$ cat config.mk
export PLATFORM = sky130hd
export DESIGN_NAME = if_id_stage_flat
export DESIGN_NICKNAME = d
export VERILOG_FILES = /design/src/rtl/mips_pkg.sv /design/src/rtl/if_id_stage_if.sv /design/src/rtl/sat_counter.sv /design/src/rtl/if_id_stage.sv /design/src/flat_wrapper.sv
export SDC_FILE = /design/constraint.sdc
export NUM_CORES = 1
export LEC_CHECK = 0
export CORE_MARGIN = 2
export CORE_UTILIZATION = 45
export CTS_BUF_LIST = sky130_fd_sc_hd__clkbuf_4 sky130_fd_sc_hd__clkbuf_8
export CTS_CLUSTER_SIZE = 28
export DETAILED_ROUTE_END_ITERATION = 7
export PLACE_DENSITY = 0.8
export SLEW_MARGIN = 20
export SYNTH_ARGS = -nofsm -noshare
export SYNTH_HDL_FRONTEND = slang
export SYNTH_SLANG_ARGS = --single-unit
export TNS_END_PERCENT = 20
$ cat constraint.sdc
create_clock -name clk -period 8.3 [get_ports clk]
set_input_delay 1.245 -clock clk [delete_from_list [all_inputs] [get_ports clk]]
set_output_delay 1.245 -clock clk [all_outputs]
set_load 0.1 [all_outputs]
$ cat src/rtl/mips_pkg.sv
// Shared definitions for the MIPS pipeline front end.
//   NOP            : all-zero instruction word inserted as an IF/ID bubble
//   OP_*           : opcodes the stall-control unit and decoder care about
//   *_HI / *_LO    : bit positions of the opcode, rs and rt fields
//   ifAction_e     : what the IF stage does on a given clock edge
//   selectAction() : strict-priority choice reset > hold > flush > advance
package mips_pkg;

   localparam logic [31:0] NOP      = 32'h0000_0000;

   localparam logic [5:0]  OP_RTYPE = 6'd0;
   localparam logic [5:0]  OP_BEQ   = 6'd4;
   localparam logic [5:0]  OP_LW    = 6'd35;

   localparam int OPC_HI = 31;
   localparam int OPC_LO = 26;
   localparam int RS_HI  = 25;
   localparam int RS_LO  = 21;
   localparam int RT_HI  = 20;
   localparam int RT_LO  = 16;

   typedef enum logic [1:0] {
      ACT_RESET,
      ACT_HOLD,
      ACT_FLUSH,
      ACT_ADVANCE
   } ifAction_e;

   // A stalled beq has not resolved yet, so stall outranks branch_taken.
   function automatic ifAction_e selectAction(input logic rst,
                                              input logic stall,
                                              input logic taken);
      if (rst)        return ACT_RESET;
      else if (stall) return ACT_HOLD;
      else if (taken) return ACT_FLUSH;
      else            return ACT_ADVANCE;
   endfunction

endpackage

$ cat src/rtl/if_id_stage_if.sv
// Signal bundle between the IF/ID stage and its surroundings
// (instruction memory, branch stall control, ID-stage beq resolution, decoder).
//   master : the if_id_stage side (drives imem_addr, IF/ID fields, counters)
//   slave  : the environment side (drives stall, redirect and fetched word)
interface if_id_stage_if #(
   parameter int ADDR_WIDTH = 32,
   parameter int CNT_WIDTH  = 16
);

   logic                  stallSignal;
   logic                  branch_taken;
   logic [ADDR_WIDTH-1:0] branch_target;
   logic [31:0]           imem_instr;

   logic [ADDR_WIDTH-1:0] imem_addr;
   logic [31:0]           IF_ID_instr;
   logic [ADDR_WIDTH-1:0] IF_ID_pcPlus4;
   logic                  IF_ID_valid;
   logic [5:0]            opCode;
   logic [4:0]            IF_ID_rs;
   logic [4:0]            IF_ID_rt;
   logic [CNT_WIDTH-1:0]  stall_count;
   logic [CNT_WIDTH-1:0]  flush_count;

   modport master (
      input  stallSignal, branch_taken, branch_target, imem_instr,
      output imem_addr, IF_ID_instr, IF_ID_pcPlus4, IF_ID_valid,
             opCode, IF_ID_rs, IF_ID_rt, stall_count, flush_count
   );

   modport slave (
      output stallSignal, branch_taken, branch_target, imem_instr,
      input  imem_addr, IF_ID_instr, IF_ID_pcPlus4, IF_ID_valid,
             opCode, IF_ID_rs, IF_ID_rt, stall_count, flush_count
   );

endinterface

$ cat src/rtl/sat_counter.sv
// Event counter that sticks at all-ones instead of wrapping.
//   clk   : rising-edge clock
//   reset : synchronous, active-high; clears the count
//   inc   : count one event this cycle
//   count : current value
module sat_counter #(
   parameter int WIDTH = 16
) (
   input  logic             clk,
   input  logic             reset,
   input  logic             inc,
   output logic [WIDTH-1:0] count
);

   function automatic logic [WIDTH-1:0] satInc(input logic [WIDTH-1:0] v);
      return (&v) ? v : v + WIDTH'(1);
   endfunction

   always_ff @(posedge clk) begin
      if (reset)
         count <= '0;
      else if (inc)
         count <= satInc(count);
   end

endmodule

$ cat src/rtl/if_id_stage.sv
// Instruction fetch plus the IF/ID pipeline register.
// Holds the PC, presents it as the instruction-memory address, and latches the
// fetched word with its PC+4 into IF/ID. A stall freezes PC and IF/ID; a taken
// beq redirects the PC and turns IF/ID into a NOP bubble.
//   clk, reset         : clock and synchronous active-high reset
//   bus.stallSignal    : hold PC and IF/ID this cycle
//   bus.branch_taken   : beq in ID taken; redirect to bus.branch_target
//   bus.imem_instr     : word at bus.imem_addr (combinational memory read)
//   bus.imem_addr      : current PC
//   bus.IF_ID_*        : registered instruction, its PC+4, valid flag
//   bus.opCode/rs/rt   : field slices of IF_ID_instr
//   bus.stall_count    : saturating count of stalled cycles
//   bus.flush_count    : saturating count of redirect cycles
module if_id_stage #(
   parameter int                    ADDR_WIDTH = 32,
   parameter logic [ADDR_WIDTH-1:0] RESET_PC   = '0,
   parameter int                    CNT_WIDTH  = 16
) (
   input  logic          clk,
   input  logic          reset,
   if_id_stage_if.master bus
);

   import mips_pkg::*;

   logic [ADDR_WIDTH-1:0] pc;
   logic [ADDR_WIDTH-1:0] pcPlus4;
   logic [31:0]           ifIdInstr;
   logic [ADDR_WIDTH-1:0] ifIdPcPlus4;
   logic                  ifIdValid;
   logic [CNT_WIDTH-1:0]  stallCount;
   logic [CNT_WIDTH-1:0]  flushCount;
   ifAction_e             action;

   always_comb begin
      action = selectAction(reset, bus.stallSignal, bus.branch_taken);
   end

   // Natural modulo-2^ADDR_WIDTH wrap at the top of the address space.
   assign pcPlus4 = pc + ADDR_WIDTH'(4);

   always_ff @(posedge clk) begin
      case (action)
         ACT_RESET: begin
            pc          <= RESET_PC;
            ifIdInstr   <= NOP;
            ifIdPcPlus4 <= '0;
            ifIdValid   <= 1'b0;
         end
         ACT_HOLD: begin
            pc          <= pc;
            ifIdInstr   <= ifIdInstr;
            ifIdPcPlus4 <= ifIdPcPlus4;
            ifIdValid   <= ifIdValid;
         end
         ACT_FLUSH: begin
            // Misaligned targets are silently word-aligned.
            pc          <= bus.branch_target & ~ADDR_WIDTH'(3);
            ifIdInstr   <= NOP;
            ifIdPcPlus4 <= '0;
            ifIdValid   <= 1'b0;
         end
         default: begin
            pc          <= pcPlus4;
            ifIdInstr   <= bus.imem_instr;
            ifIdPcPlus4 <= pcPlus4;
            ifIdValid   <= 1'b1;
         end
      endcase
   end

   sat_counter #(.WIDTH(CNT_WIDTH)) stallCounter (
      .clk   (clk),
      .reset (reset),
      .inc   (action == ACT_HOLD),
      .count (stallCount)
   );

   sat_counter #(.WIDTH(CNT_WIDTH)) flushCounter (
      .clk   (clk),
      .reset (reset),
      .inc   (action == ACT_FLUSH),
      .count (flushCount)
   );

   assign bus.imem_addr     = pc;
   assign bus.IF_ID_instr   = ifIdInstr;
   assign bus.IF_ID_pcPlus4 = ifIdPcPlus4;
   assign bus.IF_ID_valid   = ifIdValid;
   assign bus.opCode        = ifIdInstr[OPC_HI:OPC_LO];
   assign bus.IF_ID_rs      = ifIdInstr[RS_HI:RS_LO];
   assign bus.IF_ID_rt      = ifIdInstr[RT_HI:RT_LO];
   assign bus.stall_count   = stallCount;
   assign bus.flush_count   = flushCount;

endmodule

$ cat src/flat_wrapper.sv
// flat-port wrapper written by rule: the top's interface ports become plain ports
module if_id_stage_flat import mips_pkg::*;
#(
   parameter int                    ADDR_WIDTH = 32,
   parameter logic [ADDR_WIDTH-1:0] RESET_PC   = '0,
   parameter int                    CNT_WIDTH  = 16
)
  (clk, reset, bus_stallSignal, bus_branch_taken, bus_branch_target, bus_imem_instr, bus_imem_addr, bus_IF_ID_instr, bus_IF_ID_pcPlus4, bus_IF_ID_valid, bus_opCode, bus_IF_ID_rs, bus_IF_ID_rt, bus_stall_count, bus_flush_count);
  if_id_stage_if #(.ADDR_WIDTH(ADDR_WIDTH), .CNT_WIDTH(CNT_WIDTH)) bus_i ();
  input  logic clk;
  input  logic reset;
  input wire logic [$bits(bus_i.stallSignal)-1:0] bus_stallSignal;
  input wire logic [$bits(bus_i.branch_taken)-1:0] bus_branch_taken;
  input wire logic [$bits(bus_i.branch_target)-1:0] bus_branch_target;
  input wire logic [$bits(bus_i.imem_instr)-1:0] bus_imem_instr;
  output wire logic [$bits(bus_i.imem_addr)-1:0] bus_imem_addr;
  output wire logic [$bits(bus_i.IF_ID_instr)-1:0] bus_IF_ID_instr;
  output wire logic [$bits(bus_i.IF_ID_pcPlus4)-1:0] bus_IF_ID_pcPlus4;
  output wire logic [$bits(bus_i.IF_ID_valid)-1:0] bus_IF_ID_valid;
  output wire logic [$bits(bus_i.opCode)-1:0] bus_opCode;
  output wire logic [$bits(bus_i.IF_ID_rs)-1:0] bus_IF_ID_rs;
  output wire logic [$bits(bus_i.IF_ID_rt)-1:0] bus_IF_ID_rt;
  output wire logic [$bits(bus_i.stall_count)-1:0] bus_stall_count;
  output wire logic [$bits(bus_i.flush_count)-1:0] bus_flush_count;
  assign bus_i.stallSignal = bus_stallSignal;
  assign bus_i.branch_taken = bus_branch_taken;
  assign bus_i.branch_target = bus_branch_target;
  assign bus_i.imem_instr = bus_imem_instr;
  assign bus_imem_addr = bus_i.imem_addr;
  assign bus_IF_ID_instr = bus_i.IF_ID_instr;
  assign bus_IF_ID_pcPlus4 = bus_i.IF_ID_pcPlus4;
  assign bus_IF_ID_valid = bus_i.IF_ID_valid;
  assign bus_opCode = bus_i.opCode;
  assign bus_IF_ID_rs = bus_i.IF_ID_rs;
  assign bus_IF_ID_rt = bus_i.IF_ID_rt;
  assign bus_stall_count = bus_i.stall_count;
  assign bus_flush_count = bus_i.flush_count;
  if_id_stage #(.ADDR_WIDTH(ADDR_WIDTH), .RESET_PC(RESET_PC), .CNT_WIDTH(CNT_WIDTH)) u_core (.clk(clk), .reset(reset), .bus(bus_i));
endmodule
**Yosys cells after proc, flatten, opt, wreduce, memory -nomap -nowiden**

Index checks and enable logic that the tools add are counted.
Widths: inputs -> output; s select.

- Add/sub/neg operators: 3
- Equality and inequality tests: 2
- Reduce and logical (&&, ||, !) cells: 6
- Bitwise gates (word level): 2
- Multiplexer cells: 7

Operators with widths:

| operator | count |
|---|---|
| $pmux 32 s2 | 2 |
| $pmux 32 s3 | 1 |
| $add 16x1->16 const B | 2 |
| $add 32x3->32 const B | 1 |
| $reduce_and 16->1 | 2 |
| $mux 2 | 2 |
| $reduce_and 2->1 | 2 |
| $eq 2x1->1 const B | 1 |
| $eq 2x2->1 const B | 1 |
| $logic_not 2->1 | 1 |
| $not 1->1 | 2 |
| $pmux 1 s2 | 1 |
| $reduce_or 2->1 | 1 |
| $mux 1 | 1 |

- Input bits: 68
- Output and inout port bits: 145
- Register bits: 129

**Logic depth before layout (Yosys ltp)**

Gate-level depths: netlist of run 1.

- Word-level depth: 6
- Mapped depth: 8
- Gate-level depth less buffers: 5

**Cells and area by module**

A second synthesis of run 1 with hierarchy kept.

- Cells, all modules: 557
- Area total of the unflattened synthesis: 6065.8 µm²

By module, submodules not included:

| module | area each (µm²) | cells each | sequential area each (µm²) | instances |
|---|---|---|---|---|
| if_id_stage | 4399.2 | 365 | 2792.7 | 1 |
| sat_counter | 833.3 | 96 | 320.3 | 2 |

**Worst setup path after synthesis of run 1**

OpenSTA, ideal clock, no wires.

- Kind: input to register
- Start: input reset
- End: register u_core.stallCounter.count[14]
- Stages on the path: 5
- Arrival: 4754 ps
- Data required time: 8183 ps
- Path buffers: 1
- Setup slack: 3428 ps
- Cell sequence: clkbuf_1 > nand2b_1 > or3_1 > or4b_1 > o211a_1

- Word-level cells in the longest chain between the ends: 3

Ends and longest elaborated chain:

| item | RTL line | text |
|---|---|---|
| from (decl) | flat_wrapper.sv:11 | `input logic reset;` |
| $mux 2 | mips_pkg.sv:33 | `if (rst) return ACT_RESET;` |
| $eq 2x1->1 | if_id_stage.sv:75 | `.inc (action == ACT_HOLD),` |
| $reduce_and 2->1 (no line) | -- |  |
| to (signal assigned) | sat_counter.sv:23 | `count <= satInc(count);` |
| to (decl) | sat_counter.sv:12 | `output logic [WIDTH-1:0] count` |

Parallel ways exist; a longest one is shown, timed or not.
A chain may end at the register's enable or synchronous reset.

**Worst setup path after layout of run 1**

- Start: input bus_stallSignal
- End: register u_core.flushCounter.count[13]

- Word-level cells in the longest chain between the ends: 4

Ends and longest elaborated chain:

| item | RTL line | text |
|---|---|---|
| from (decl) | flat_wrapper.sv:12 | `input wire logic [$bits(bus_i.stallSignal)-1:0] bus_stallSignal;` |
| $mux 2 | mips_pkg.sv:34 | `else if (stall) return ACT_HOLD;` |
| $mux 2 | mips_pkg.sv:33 |  |
| $eq 2x2->1 | if_id_stage.sv:82 | `.inc (action == ACT_FLUSH),` |
| $reduce_and 2->1 (no line) | -- |  |
| to (signal assigned) | sat_counter.sv:23 |  |
| to (decl) | sat_counter.sv:12 |  |

Every way passes these cells.

==> results.cfg, run 1 <==
[status]
status = completed

[die]
die-area_um2 = 14300
ioPinCount = 213
start_util_pct = 45.9
chipWidth_um = 120
rows = 42
core_um2 = 13100
chipHeight_um = 120

[timing]
whs_ps = 509
period_share_pct = 41.1
rsz0062_at_grt = no
final.min_clock_period_ps = 3410
final_hold_viol_count = 0
skew_ps = 10.2
final.setup.worst_slack_ps = 4890
setup_violations = 0
slew_headroom_pct = 22.8
finalMaxSlewViolations = 0
tightest_slew_ps = 1150
max_clock_freq_ghz = 0.293
finalSetupTns_ps = 0

[global_routing]
antenna_found_initial = 0
gr-total-overflow = 0
grtUsageTotal_pct = 23.4
grt_pass1_vias = 5106
grt_pass1_wl_mm = 26.3
grt_max_degree = 66

[pwr]
intPower_uw = 1200
power_density_nw_per_um2 = 224
p_sw_share_pct = 37.4
seq_power_share_pct = 39.7
p_comb_share_pct = 30.2
leakage_uw = 0.00319
finalPower_uw = 1910
p_sw_uw = 714
pwr-share-clk_pct = 30.1
peakVddDrop_v = 0.000102

[setup_path]
critPathTopFamily = simple AND/OR/NAND/NOR gates
cp_slowest_cell = clkdlybuf4s50_1
arrival_ps = 3790
path_cells = clkdlybuf4s50_1, nand2b_1, buf_4, or3_1, or4_1, a21oi_1
crit_type = in -> reg
timing.critical_path.fanout_max = 33
cp.required_ps = 8670
slowest_delay_ps = 610
end_kind = flip-flop
path_buf_inv = 2
crit_path_start_kind = primary input

[clock_network]
cts.clk_slew.worst_paths_ps = 70
cts_tree = built
cts_root_buf = clkbuf_8
clock_sinks = 125
numCtsBuffers = 17
postCtsSetupBuffers = 0
cts_hold_buf = 0
htreeDepth = 4
cts_resized = 0
cts_buffer_depth = 2
clock_latency_ps = 450

[cells_and_area]
num_antenna_cells = 0
fin_area_um2 = 8540
multi_input_area_um2 = 2310
drive_above_1_share_pct = 6.35
seqCellArea_um2 = 3430
fillCellCount = 1016
area_delta_synth_final_pct = 41.7
nNetsFinal = 814

[routing]
vias = 5350
avgViaCountPerCell = 5.74
ant_nets = 0
first_iter_violations = 470
drc = 0
wl_per_cell_um = 17.9
routed_wl_mm = 16.7
drtPass1Iterations = 5

[place]
dp_hpwl_mm = 11.6
pre_cts_ws_ps = 4450
place_area_um2 = 8120
place_congestion = 0.911
port_buffers = 206

[logic_synthesis]
synth_edf_count = 93
syn_avg_cell_area_um2 = 10.8
async_flop_share_pct = 0
synth.top_cells.by_area = edfxtp_1 (46%), dfxtp_1 (11%), and3_1 (4.2%)
synth.top_cell.area_share_pct = 46.3
ys_types = 54
yosysSeqAreaShare_pct = 56.9
synthCells = 557
synthFlopType = edfxtp_1
synth_seq_cells = 125
netlist_area_um2 = 6030
synth.most_common_cell = edfxtp_1
synth_top_cell_by_area = edfxtp_1
yosysWarnings = 0
ys_top_cells_by_count = edfxtp_1 (93), nand2_1 (59), and3_1 (40), dfxtp_1 (32), nand3_1 (31)

[run]
drv_cap = 0

[min_path]
worstHoldPathType = reg -> reg
[placed cells by master (no fill, tap or decap), types with 8 or more instances in the layout]
master / synthesis / routed
clkdlybuf4s50_1: 0 / 206
edfxtp_1: 93 / 93
nand2_1: 59 / 59
and3_1: 40 / 40
dfxtp_1: 32 / 32
nand3_1: 31 / 31
nor2_1: 23 / 23
a21oi_1: 22 / 22
o21ai_0: 19 / 19
nand4_1: 19 / 19
nor3_1: 18 / 18
clkbuf_8: 0 / 17
or4_1: 14 / 14
or3_1: 13 / 13
inv_1: 11 / 11
and4_1: 10 / 10
o211ai_1: 9 / 9
a21o_1: 9 / 9
xnor2_1: 8 / 8
o31ai_1: 8 / 8
[cell type report]
class / count / share of cell area, %
Sequential cell: 125 / 40.2
Timing Repair Buffer: 212 / 24.7
Clock buffer: 23 / 3.27
Tap cell: 176 / 2.58
Multi-Input combinational cell: 375 / 27.1
Clock inverter: 9 / 1.71
Inverter: 12 / 0.527
[stage by stage]
| stage | util (%) | cells |
|---|---|---|
| floorplan | - | 560 |
| global route | 65.0 | 932 |
| finish | 65.0 | 932 |
| CTS | 65.0 | 932 |
| global placement | 61.8 | 900 |
| detailed placement | 61.8 | 900 |
[flip-flops by register name, summed over array words and instances, names as in the netlist]
signal,count
u_core.bus.IF_ID_instr,32
u_core.bus.IF_ID_pcPlus4,30
u_core.bus.imem_addr,30
u_core.flushCounter.count,16
u_core.stallCounter.count,16
u_core.bus.IF_ID_valid,1
[worst reg2reg max path: cells and delay by family, from the launching register on]
family | cells | cell delay (ps)
simple gates | 3 | 1760
flops | 1 | 460
compound gates | 1 | 100
[power groups by stage]
| stage | Combinational, uW | Sequential, uW | Clock, uW |
|---|---|---|---|
| floorplan | 127 | 1080 | 0 |
| global placement | 574 | 768 | 0 |
| detailed placement | 578 | 771 | 0 |
| CTS | 579 | 758 | 585 |
| global route | 593 | 763 | 613 |
| finish | 578 | 758 | 575 |
[routing by layer]
metal  global-route usage [%]  vias to the layer above  wire (um)
met2                     38.7                      261       8370
met5                        0                        -          0
met1                     29.0                     2578       6690
met3                     6.99                       26       1320
met4                     8.68                        0        303
li1                         -                     2485          -
[path summary, 6_finish.rpt]
| kind | startpoint | to | slack (ps) | cells after the start |
|---|---|---|---|---|
| max reg2reg | u_core.bus.imem_addr[5] | u_core.bus.imem_addr[19] | 5730 | 4 |
| min | u_core.flushCounter.count[0] | u_core.flushCounter.count[0] | 510 | 2 |
| min reg2reg | u_core.flushCounter.count[0] | u_core.flushCounter.count[0] | 510 | 2 |
| max | bus_stallSignal | u_core.flushCounter.count[13] | 4890 | 6 |
[cells by family (layout without fill, tap and decap cells)]
| group | after synthesis | count (layout) | share of synthesized area [%] |
|---|---|---|---|
| other | 1 | 4 | 0.0622 |
| multiplexers | 10 | 10 | 1.74 |
| adder cells (fa/ha/maj) | 3 | 3 | 0.623 |
| AO/OA/AOI/OAI | 91 | 91 | 10.2 |
| flip-flops | 125 | 125 | 56.9 |
| AND/OR/NAND/NOR | 257 | 257 | 23.8 |
| buffers and inverters | 60 | 256 | 5.15 |
| XOR/XNOR | 10 | 10 | 1.45 |
No activity file was read; power rests on OpenSTA's default activity.
==> run 2: changes to the inputs <==
- CORE_UTILIZATION: 45 -> 42
- PLACE_DENSITY: 0.8 -> 0.78
- clock period: 8.3 -> 2.74 ns (I/O delays scaled with it)
==> run 2 against run 1 <==
Effect of this change: clock-buffer cell count grew 1; utilization shrank 5.9 points; routed wire length is essentially flat; cell area shrank 3.6%; worst hold slack gained 11 ps; sequential share of layout area grew 1.5 points; clock skew shrank 3.4 ps; critical endpoint is now u_core.bus.IF_ID_pcPlus4[22]; largest power group unchanged.
==> results.cfg, run 2 (synthesized netlist as in run 1, its figures left out) <==
[clock_network]
cts_tree = built
cts_hold_buf = 0
numCtsBuffers = 17
postCtsSetupBuffers = 0
clock_latency_ps = 450
cts.clk_slew.worst_paths_ps = 70
htreeDepth = 4
clock_sinks = 125
cts_resized = 0
cts_buffer_depth = 2
cts_root_buf = clkbuf_8

[setup_path]
reg2reg_slack_ps = 240
end_kind = flip-flop
crit_path_start_kind = flip-flop
cp-startpoint = u_core.bus.imem_addr[3]
crit_type = reg -> reg
r2r_start = u_core.bus.imem_addr[3]
slowest_delay_ps = 610
arrival_ps = 2750
cp_slowest_cell = or3_1
timing.critical_path.fanout_max = 14
cp.required_ps = 2990
path_cells = ha_1, nand3_1, or3_1, or4_1, o21ai_0

[routing]
ant_nets = 0
wl_per_cell_um = 17.7
avgViaCountPerCell = 5.67
first_iter_violations = 529
routed_wl_mm = 16.7
vias = 5349
drtPass1Iterations = 5
drc = 0

[cells_and_area]
area_delta_synth_final_pct = 36.5
num_antenna_cells = 0
fillCellCount = 1170
nNetsFinal = 822
final_cell_mix = buf_4 (153), edfxtp_1 (93), clkdlybuf4s50_1 (65)
largest_reg_flops = 32
utilization_pct = 59.1
layout_commonest_cell = buf_4
drive_above_1_share_pct = 25.8

[die]
core_um2 = 13900
rows = 43
chipHeight_um = 124
die-area_um2 = 15300
chipWidth_um = 124
start_util_pct = 43.3
ioPinCount = 213

[timing]
final_hold_viol_count = 0
tightest_slew_ps = 646
rsz0062_at_grt = no
final.min_clock_period_ps = 2500
skew_ps = 6.78
slew_headroom_pct = 56.6
setup_violations = 0
period_share_pct = 91.3
finalMaxSlewViolations = 0
max_clock_freq_ghz = 0.400

[run]
drv_cap = 0

[min_path]
min-delay-start = u_core.flushCounter.count[10]
worstHoldPathType = reg -> reg

[status]
status = completed

[global_routing]
grt_pass1_vias = 5106
gr-total-overflow = 0
grt_max_degree = 72
antenna_found_initial = 0
grtUsageTotal_pct = 22.0
grt_pass1_wl_mm = 25.7

[pwr]
peakVddDrop_v = 0.000420
finalPower_uw = 5540
power_density_nw_per_um2 = 673
leakage_uw = 0.00342

[place]
port_buffers = 206
place_congestion = 0.863
dp_hpwl_mm = 11.9
run 2: cell count changes in the layout (fill, tap and decap cells not counted), moves of 2 or more:
cell	delta
bufinv_16	-3
clkbuf_4	-2
clkbuf_8	+3
buf_12	+2
buf_4	+147
clkdlybuf4s50_1	-141
run 2: cell type report:
type,count,area [um2],area share (%)
flip-flops and latches,125,3430,41.7
clock buffers,24,305,3.71
repair buffers,220,1840,22.3
inverters,12,45.0,0.547
well taps,180,225,2.74
multi-input cells,375,2320,28.1
clock inverters,8,67.6,0.821
run 2: metrics by stage:
| step | hold WS [ps] | cells | setup WS (ps) | area, um2 | setup TNS, ps |
|---|---|---|---|---|---|
| floorplan | 596 | 560 | -244 | 6050 | -1370 |
| global placement | 495 | 912 | 268 | 7850 | 0 |
| detailed placement | 507 | 912 | 211 | 7850 | 0 |
| CTS | 523 | 944 | 246 | 8230 | 0 |
| global route | 555 | 944 | 14.0 | 8230 | 0 |
| finish | 520 | 944 | 239 | 8230 | 0 |
run 2: per-layer routing:
metal / wire length, um / up-vias / part of all wire (%) / track usage (%)
met4: 353 / 0 / 2.1 / 8.74
met1: 6730 / 2573 / 40 / 27.7
met5: 0 / - / 0 / 0
li1: - / 2503 / - / -
met2: 8090 / 249 / 48 / 35.7
met3: 1510 / 24 / 9.0 / 6.41
run 2: power breakdown:
part	total (uW)	internal (uW)	switching [uW]
logic	1710	351	1360
clock network	1530	817	714
registers	2300	2190	113
run 2: path summary, 6_finish.rpt:
kind,endpoint,cells past startpoint
worst max-delay path,u_core.bus.IF_ID_pcPlus4[22],5
worst min-delay path,u_core.flushCounter.count[10],1
worst min register to register,u_core.flushCounter.count[10],1
worst max register to register,u_core.bus.IF_ID_pcPlus4[22],5
run 2: critical path: cells and delay by family (launching register included):
family,cells,cell delay (ps)
adder cells (fa/ha/maj),1,280
AND/OR/NAND/NOR,3,1430
flip-flops,1,430
AO/OA/AOI/OAI,1,150
